### config.mk
export PLATFORM = sky130hd
export DESIGN_NAME = serial_subtractor
export DESIGN_NICKNAME = d
export VERILOG_FILES = /design/src/rtl/serial_subtractor_pkg.sv /design/src/rtl/serial_subtractor_fs_cell.sv /design/src/rtl/serial_subtractor.sv
export SDC_FILE = /design/constraint.sdc
export NUM_CORES = 1
export LEC_CHECK = 0
export ABC_AREA = 0
export BUFFER_PORTS_ARGS = -buffer_cell sky130_fd_sc_hd__buf_2
export CORE_ASPECT_RATIO = 1.4
export CORE_MARGIN = 3
export CORE_UTILIZATION = 34
export CTS_BUF_LIST = sky130_fd_sc_hd__clkbuf_4
export DETAILED_ROUTE_END_ITERATION = 10
export GPL_TIMING_DRIVEN = 0
export PLACE_DENSITY = 0.51
export SLEW_MARGIN = 20
export SYNTH_ARGS = -nofsm -noshare
export SYNTH_HDL_FRONTEND = slang
export SYNTH_SLANG_ARGS = --single-unit
### constraint.sdc
create_clock -name sys_clk -period 1.85 [get_ports sys_clk]
set_clock_uncertainty 0.2 [all_clocks]
set_input_delay 0.37 -clock sys_clk [delete_from_list [all_inputs] [get_ports sys_clk]]
set_output_delay 0.37 -clock sys_clk [all_outputs]
set_load 0.02 [all_outputs]
### src/rtl/serial_subtractor_pkg.sv
// Shared constants for the bit-serial subtractor: FSM encodings and the default operand width.
package serial_subtractor_pkg;

  localparam int unsigned SUB_WIDTH_DEFAULT = 4;

  localparam logic [1:0] ST_IDLE = 2'd0;
  localparam logic [1:0] ST_RUN  = 2'd1;
  localparam logic [1:0] ST_DONE = 2'd2;

endpackage

### src/rtl/serial_subtractor_fs_cell.sv
// Combinational 1-bit full subtractor: d = a - b - bi, bo = borrow out.
module serial_subtractor_fs_cell (
  input  logic a,
  input  logic b,
  input  logic bi,
  output logic d,
  output logic bo
);

  assign d  = a ^ b ^ bi;
  assign bo = (~a & b) | (~(a ^ b) & bi);

endmodule

### src/rtl/serial_subtractor.sv
// Bit-serial subtractor diff = a - b - bin, LSB first, with valid/ready on both sides.
// Optional signed-overflow output is enabled by defining SUB_OVF_EN.
module serial_subtractor
  import serial_subtractor_pkg::*;
#(
  parameter int unsigned WIDTH = SUB_WIDTH_DEFAULT
) (
  input  logic             sys_clk,
  input  logic             sys_rst_n,
  input  logic             in_valid,
  output logic             in_ready,
  input  logic [WIDTH-1:0] a,
  input  logic [WIDTH-1:0] b,
  input  logic             bin,
  output logic             out_valid,
  input  logic             out_ready,
  output logic [WIDTH-1:0] diff,
  output logic             bout
`ifdef SUB_OVF_EN
  ,
  output logic             ovf
`endif
);

  localparam int unsigned CW = $clog2(WIDTH);
  localparam logic [CW-1:0] CNT_LAST = CW'(WIDTH - 1);

  logic [1:0]       state_q, state_d;
  logic [WIDTH-1:0] a_q, a_d;
  logic [WIDTH-1:0] b_q, b_d;
  logic             br_q, br_d;
  logic [WIDTH-1:0] diff_q, diff_d;
  logic             bout_q, bout_d;
  logic [CW-1:0]    cnt_q, cnt_d;
  logic             cell_d, cell_bo;

  serial_subtractor_fs_cell u_fs_cell (
    .a  (a_q[0]),
    .b  (b_q[0]),
    .bi (br_q),
    .d  (cell_d),
    .bo (cell_bo)
  );

`ifdef SUB_OVF_EN
  logic ovf_q, ovf_d;
  assign ovf = ovf_q;
`endif

  always_comb begin
    state_d = state_q;
    a_d     = a_q;
    b_d     = b_q;
    br_d    = br_q;
    diff_d  = diff_q;
    bout_d  = bout_q;
    cnt_d   = cnt_q;
`ifdef SUB_OVF_EN
    ovf_d   = ovf_q;
`endif
    unique case (state_q)
      ST_IDLE: begin
        if (in_valid) begin
          a_d     = a;
          b_d     = b;
          br_d    = bin;
          cnt_d   = '0;
          state_d = ST_RUN;
        end
      end
      ST_RUN: begin
        diff_d = {cell_d, diff_q[WIDTH-1:1]};
        a_d    = a_q >> 1;
        b_d    = b_q >> 1;
        br_d   = cell_bo;
        cnt_d  = cnt_q + 1'b1;
        if (cnt_q == CNT_LAST) begin
          bout_d  = cell_bo;
`ifdef SUB_OVF_EN
          // On the last bit a_q[0]/b_q[0] are the original operand MSBs.
          ovf_d   = (a_q[0] ^ b_q[0]) & (cell_d ^ a_q[0]);
`endif
          state_d = ST_DONE;
        end
      end
      ST_DONE: begin
        if (out_ready) begin
          state_d = ST_IDLE;
        end
      end
      default: state_d = ST_IDLE;
    endcase
  end

  always_ff @(posedge sys_clk or negedge sys_rst_n) begin
    if (!sys_rst_n) begin
      state_q <= ST_IDLE;
      a_q     <= '0;
      b_q     <= '0;
      br_q    <= 1'b0;
      diff_q  <= '0;
      bout_q  <= 1'b0;
      cnt_q   <= '0;
`ifdef SUB_OVF_EN
      ovf_q   <= 1'b0;
`endif
    end else begin
      state_q <= state_d;
      a_q     <= a_d;
      b_q     <= b_d;
      br_q    <= br_d;
      diff_q  <= diff_d;
      bout_q  <= bout_d;
      cnt_q   <= cnt_d;
`ifdef SUB_OVF_EN
      ovf_q   <= ovf_d;
`endif
    end
  end

  assign in_ready  = (state_q == ST_IDLE);
  assign out_valid = (state_q == ST_DONE);
  assign diff      = diff_q;
  assign bout      = bout_q;

endmodule

==> impl_metrics.prom <==
# TYPE chip_impl_metric gauge
chip_impl_info{name="status",value="complete, no violations"} 1
chip_impl_metric{name="finish.utilization",unit="%"} 43.0
chip_impl_metric{name="setup_viol_count_final",unit=""} 0
chip_impl_metric{name="synthesized_instance_count",unit=""} 75
chip_impl_metric{name="synth.yosys.seq_area_share",unit="%"} 51.1
chip_impl_info{name="family_of_cells_with_the_greatest_summed_delay_on_the_critical_path",value="buffers and inverters"} 1
chip_impl_metric{name="floorplan.die.height",unit="um"} 66.3
chip_impl_metric{name="hpwl",unit="um"} 1290
chip_impl_metric{name="postCtsSetupRepairBufs",unit=""} 0
chip_impl_metric{name="final_period_util",unit="%"} 96.2
chip_impl_metric{name="max_slew.worst_pin.slew",unit="ns"} 0.408
chip_impl_metric{name="post_layout_instance_area",unit="mm2"} 0.00105
chip_impl_metric{name="num_vias",unit=""} 675
chip_impl_metric{name="grt_start_max_net_pins",unit=""} 19
chip_impl_metric{name="power.net_switching",unit="uW"} 783
chip_impl_metric{name="power.combinational.fraction",unit="%"} 52.5
chip_impl_metric{name="postSynthRegisterBits",unit=""} 18
chip_impl_metric{name="wl",unit="um"} 1810
chip_impl_info{name="rsz_0062_raised_after_global_routing",value="false"} 1
chip_impl_metric{name="maxClockFrequency",unit="MHz"} 562
chip_impl_metric{name="drc",unit=""} 0
chip_impl_metric{name="finalHoldViolations",unit=""} 0
chip_impl_metric{name="io_buffer_count",unit=""} 18
chip_impl_info{name="synth_largest_area_cell",value="sky130_fd_sc_hd__dfrtp_1"} 1
chip_impl_metric{name="detail_routed_via_count_per_cell",unit=""} 5.11
chip_impl_metric{name="final_cells",unit=""} 132
chip_impl_metric{name="grt_pass1_wl",unit="um"} 3170
chip_impl_metric{name="critPathBufInv",unit=""} 3
chip_impl_info{name="crit_path_cell_trace",value="buf_6, inv_2, nor2_1, buf_2"} 1
chip_impl_metric{name="power.clock.fraction",unit="%"} 10.1
chip_impl_metric{name="fillers",unit=""} 250
chip_impl_metric{name="detailedRoute.firstPassIterationCount",unit=""} 4
chip_impl_metric{name="synth_top_area_share",unit="%"} 51.1
chip_impl_metric{name="worst_ir_drop_vdd",unit="V"} 0.000680
chip_impl_metric{name="totalPowerFinal",unit="mW"} 1.94
chip_impl_metric{name="yosysWarningCount",unit=""} 0
chip_impl_metric{name="fin_nets",unit=""} 114
chip_impl_metric{name="drt-initial-drc-count",unit=""} 32
chip_impl_info{name="critical-path-slowest-cell",value="sky130_fd_sc_hd__dfrtp_1"} 1
chip_impl_metric{name="routed_wire_length_per_instance",unit="um"} 13.7
chip_impl_metric{name="data_required_critical_path",unit="ns"} 1.28
chip_impl_info{name="cp-start-kind",value="flip-flop"} 1
chip_impl_info{name="tritoncts",value="built"} 1
chip_impl_metric{name="area_of_the_mapped_netlist",unit="um2"} 882
chip_impl_metric{name="ctsResizeCount",unit=""} 0
chip_impl_metric{name="clkSinkCount",unit=""} 18
chip_impl_metric{name="floorplan.die_area",unit="mm2"} 0.00325
chip_impl_metric{name="worst-path-stages",unit=""} 4
chip_impl_info{name="cp-end-kind",value="primary output"} 1
chip_impl_metric{name="insertion_delay",unit="ns"} 0.29
chip_impl_metric{name="setup_total_negative_slack",unit="ns"} 0
chip_impl_metric{name="timing.critical_path.slowest_cell_delay",unit="ns"} 0.41
chip_impl_metric{name="timing.max_slew.rel_slack",unit="%"} 72.8
chip_impl_metric{name="clk_pin_slew_worst_paths",unit="ns"} 0.11
chip_impl_metric{name="p_int",unit="mW"} 1.16
chip_impl_info{name="ys_top_cells_by_area",value="sky130_fd_sc_hd__dfrtp_1 51%, sky130_fd_sc_hd__o22ai_1 8.5%, sky130_fd_sc_hd__buf_6 5.1%"} 1
chip_impl_metric{name="max-cap-violations",unit=""} 0
chip_impl_metric{name="num_antenna_cells",unit=""} 0
chip_impl_metric{name="core-area",unit="mm2"} 0.00244
chip_impl_metric{name="number_of_clock_buffers_inserted_by_tritoncts",unit=""} 3
chip_impl_metric{name="clockBufferDepth",unit=""} 2
chip_impl_metric{name="io_pins",unit=""} 20
chip_impl_info{name="cts_root_buffer",value="sky130_fd_sc_hd__clkbuf_4"} 1
chip_impl_metric{name="initial_core_util",unit="%"} 36.1
chip_impl_metric{name="critical_path.max_fanout",unit=""} 10
chip_impl_info{name="timing.critical_path.from",value="state_q[1]"} 1
chip_impl_metric{name="critPathArrivalTime",unit="ns"} 1.21
chip_impl_info{name="layout_common_cells",value="18 x sky130_fd_sc_hd__dfrtp_1, 18 x sky130_fd_sc_hd__buf_2, 12 x sky130_fd_sc_hd__o22ai_1, 7 x sky130_fd_sc_hd__a21oi_1, 6 x sky130_fd_sc_hd__o21ai_1"} 1
chip_impl_metric{name="ant_nets",unit=""} 0
chip_impl_metric{name="reg2reg_setup_slack",unit="ns"} 0.36
chip_impl_metric{name="slew_viol_final",unit=""} 0
chip_impl_metric{name="dpl-instance-area",unit="mm2"} 0.00101
chip_impl_info{name="regToRegStartpoint",value="b_q[0]"} 1
chip_impl_metric{name="syn2layout_area_growth",unit="%"} 19.1
chip_impl_metric{name="overflow",unit=""} 0
chip_impl_metric{name="die_width",unit="um"} 49.1
chip_impl_metric{name="min_period",unit="ns"} 1.78
chip_impl_metric{name="globalRouteTotalUtil",unit="%"} 13.0
chip_impl_metric{name="number_of_global_route_vias_before_repair",unit=""} 663
chip_impl_info{name="timing.setup.critical_path_class",value="reg2out"} 1
chip_impl_metric{name="sequentialPowerShare",unit="%"} 37.4
chip_impl_metric{name="globalplace.congestion",unit=""} 0.690
chip_impl_metric{name="ys_types",unit=""} 24
chip_impl_metric{name="power_leakage",unit="nW"} 0.482
chip_impl_metric{name="avgSynthCellArea",unit="um2"} 11.8
chip_impl_metric{name="antenna_found_initial",unit=""} 0
chip_impl_info{name="setup.worst_path.end",value="out_valid"} 1
chip_impl_metric{name="drive_gt1_share",unit="%"} 37.8
chip_impl_metric{name="cts.htree.levels",unit=""} 1
chip_impl_metric{name="placed_instances",unit=""} 127
chip_impl_metric{name="reg2regPathDepth",unit=""} 3
chip_impl_metric{name="synthesis.nets",unit=""} 90
chip_impl_metric{name="power.density_cell_area",unit="mW/mm2"} 1850
chip_impl_info{name="min_path_type",value="in2reg"} 1
chip_impl_metric{name="netSwitchingFraction",unit="%"} 40.3
chip_impl_info{name="regToRegEndpoint",value="diff[3]"} 1
chip_impl_metric{name="row_count",unit=""} 21
-- repair_timing --
action | CTS | global route
hold buffers | 1 | 0
setup endpoints to repair | 0 | 0
endpoints found under the hold margin | 18 | 0
-- final cells by class --
class | instances | area, um2 | share of cell area (%)
clock buffer | 3 | 22.5 | 2.14
sequential | 18 | 450 | 42.9
clock inverter | 1 | 3.75 | 0.357
buffer | 4 | 45.0 | 4.29
timing repair buffer | 19 | 100 | 9.52
inverter | 4 | 17.5 | 1.67
multi-input combinational | 49 | 369 | 35.1
tap | 34 | 42.5 | 4.05
-- flip-flops by register name (all words and copies together) (netlist names) --
register and flops:
diff 4, a_q 4, b_q 4, br_q 1
state_q 2, bout 1, cnt_q 2
-- how the worst min path moves through the flow --
stage | end | slack (ns) | depth (start not counted) | from
global placement | state_q[1] | 0.13 | 1 | sys_rst_n
global route | state_q[1] | 0.03 | 2 | out_ready
detailed placement | bout | 0.13 | 1 | sys_rst_n
floorplan | a_q[0] | -0.13 | 0 | sys_rst_n
finish | state_q[1] | 0.04 | 2 | out_ready
CTS | state_q[1] | 0.04 | 2 | out_ready
-- cell usage after synthesis --
cell type,number
sky130_fd_sc_hd__dfrtp_1,18
sky130_fd_sc_hd__o22ai_1,12
sky130_fd_sc_hd__a21oi_1,7
sky130_fd_sc_hd__o21ai_1,6
sky130_fd_sc_hd__buf_6,4
sky130_fd_sc_hd__nand2_1,4
sky130_fd_sc_hd__mux2_4,3
sky130_fd_sc_hd__nor2_1,3
sky130_fd_sc_hd__inv_1,2
sky130_fd_sc_hd__nand2b_4,2
sky130_fd_sc_hd__a221oi_2,1
sky130_fd_sc_hd__a22o_1,1
sky130_fd_sc_hd__and2b_2,1
sky130_fd_sc_hd__fa_1,1
sky130_fd_sc_hd__ha_1,1
sky130_fd_sc_hd__inv_2,1
sky130_fd_sc_hd__inv_4,1
sky130_fd_sc_hd__mux2_2,1
sky130_fd_sc_hd__nand3b_1,1
sky130_fd_sc_hd__nor2_4,1
sky130_fd_sc_hd__o21ai_0,1
sky130_fd_sc_hd__o31ai_1,1
sky130_fd_sc_hd__o32ai_2,1
sky130_fd_sc_hd__or2_1,1
-- cell families after synthesis --
group,count (synthesis),synth area share (%)
DFF,18,51.1
muxes,4,6.38
buffers and inverters,8,7.09
adders and majority gates,2,3.69
and+or+nand+nor,13,9.93
AOI/OAI and AO/OA,30,21.8
-- power groups by stage --
stage | Combinational [mW] | Sequential, mW | Clock (mW)
floorplan | 0.739 | 0.778 | 0
global placement | 1.02 | 0.728 | 0
detailed placement | 1.03 | 0.735 | 0
CTS | 1.04 | 0.727 | 0.211
global route | 1.14 | 0.755 | 0.230
finish | 1.02 | 0.727 | 0.196
-- worst register-to-register path, stage by stage, from the launching register on --
cell                      delay (ns)
sky130_fd_sc_hd__dfrtp_1        0.39
sky130_fd_sc_hd__inv_1          0.07
sky130_fd_sc_hd__fa_1           0.46
sky130_fd_sc_hd__mux2_2         0.26
-- through the flow --
| stage | hold slack (ns) | worst slack, ns |
|---|---|---|
| after floorplan | -0.126 | 0.419 |
| after global placement | 0.134 | 0.385 |
| after detailed placement | 0.131 | 0.375 |
| after CTS | 0.0356 | 0.0543 |
| after global routing | 0.0288 | 0.00983 |
| final | 0.0421 | 0.0706 |
-- metal layers --
metal / track usage, % / vias up / part of all wire (%)
met4: 5.34 / 0 / 0.83
met3: 2.93 / 2 / 4.4
met1: 15.5 / 328 / 43
li1: - / 324 / -
met2: 22.3 / 21 / 51
met5: 0 / - / 0
(Power assumes the default switching activity.)
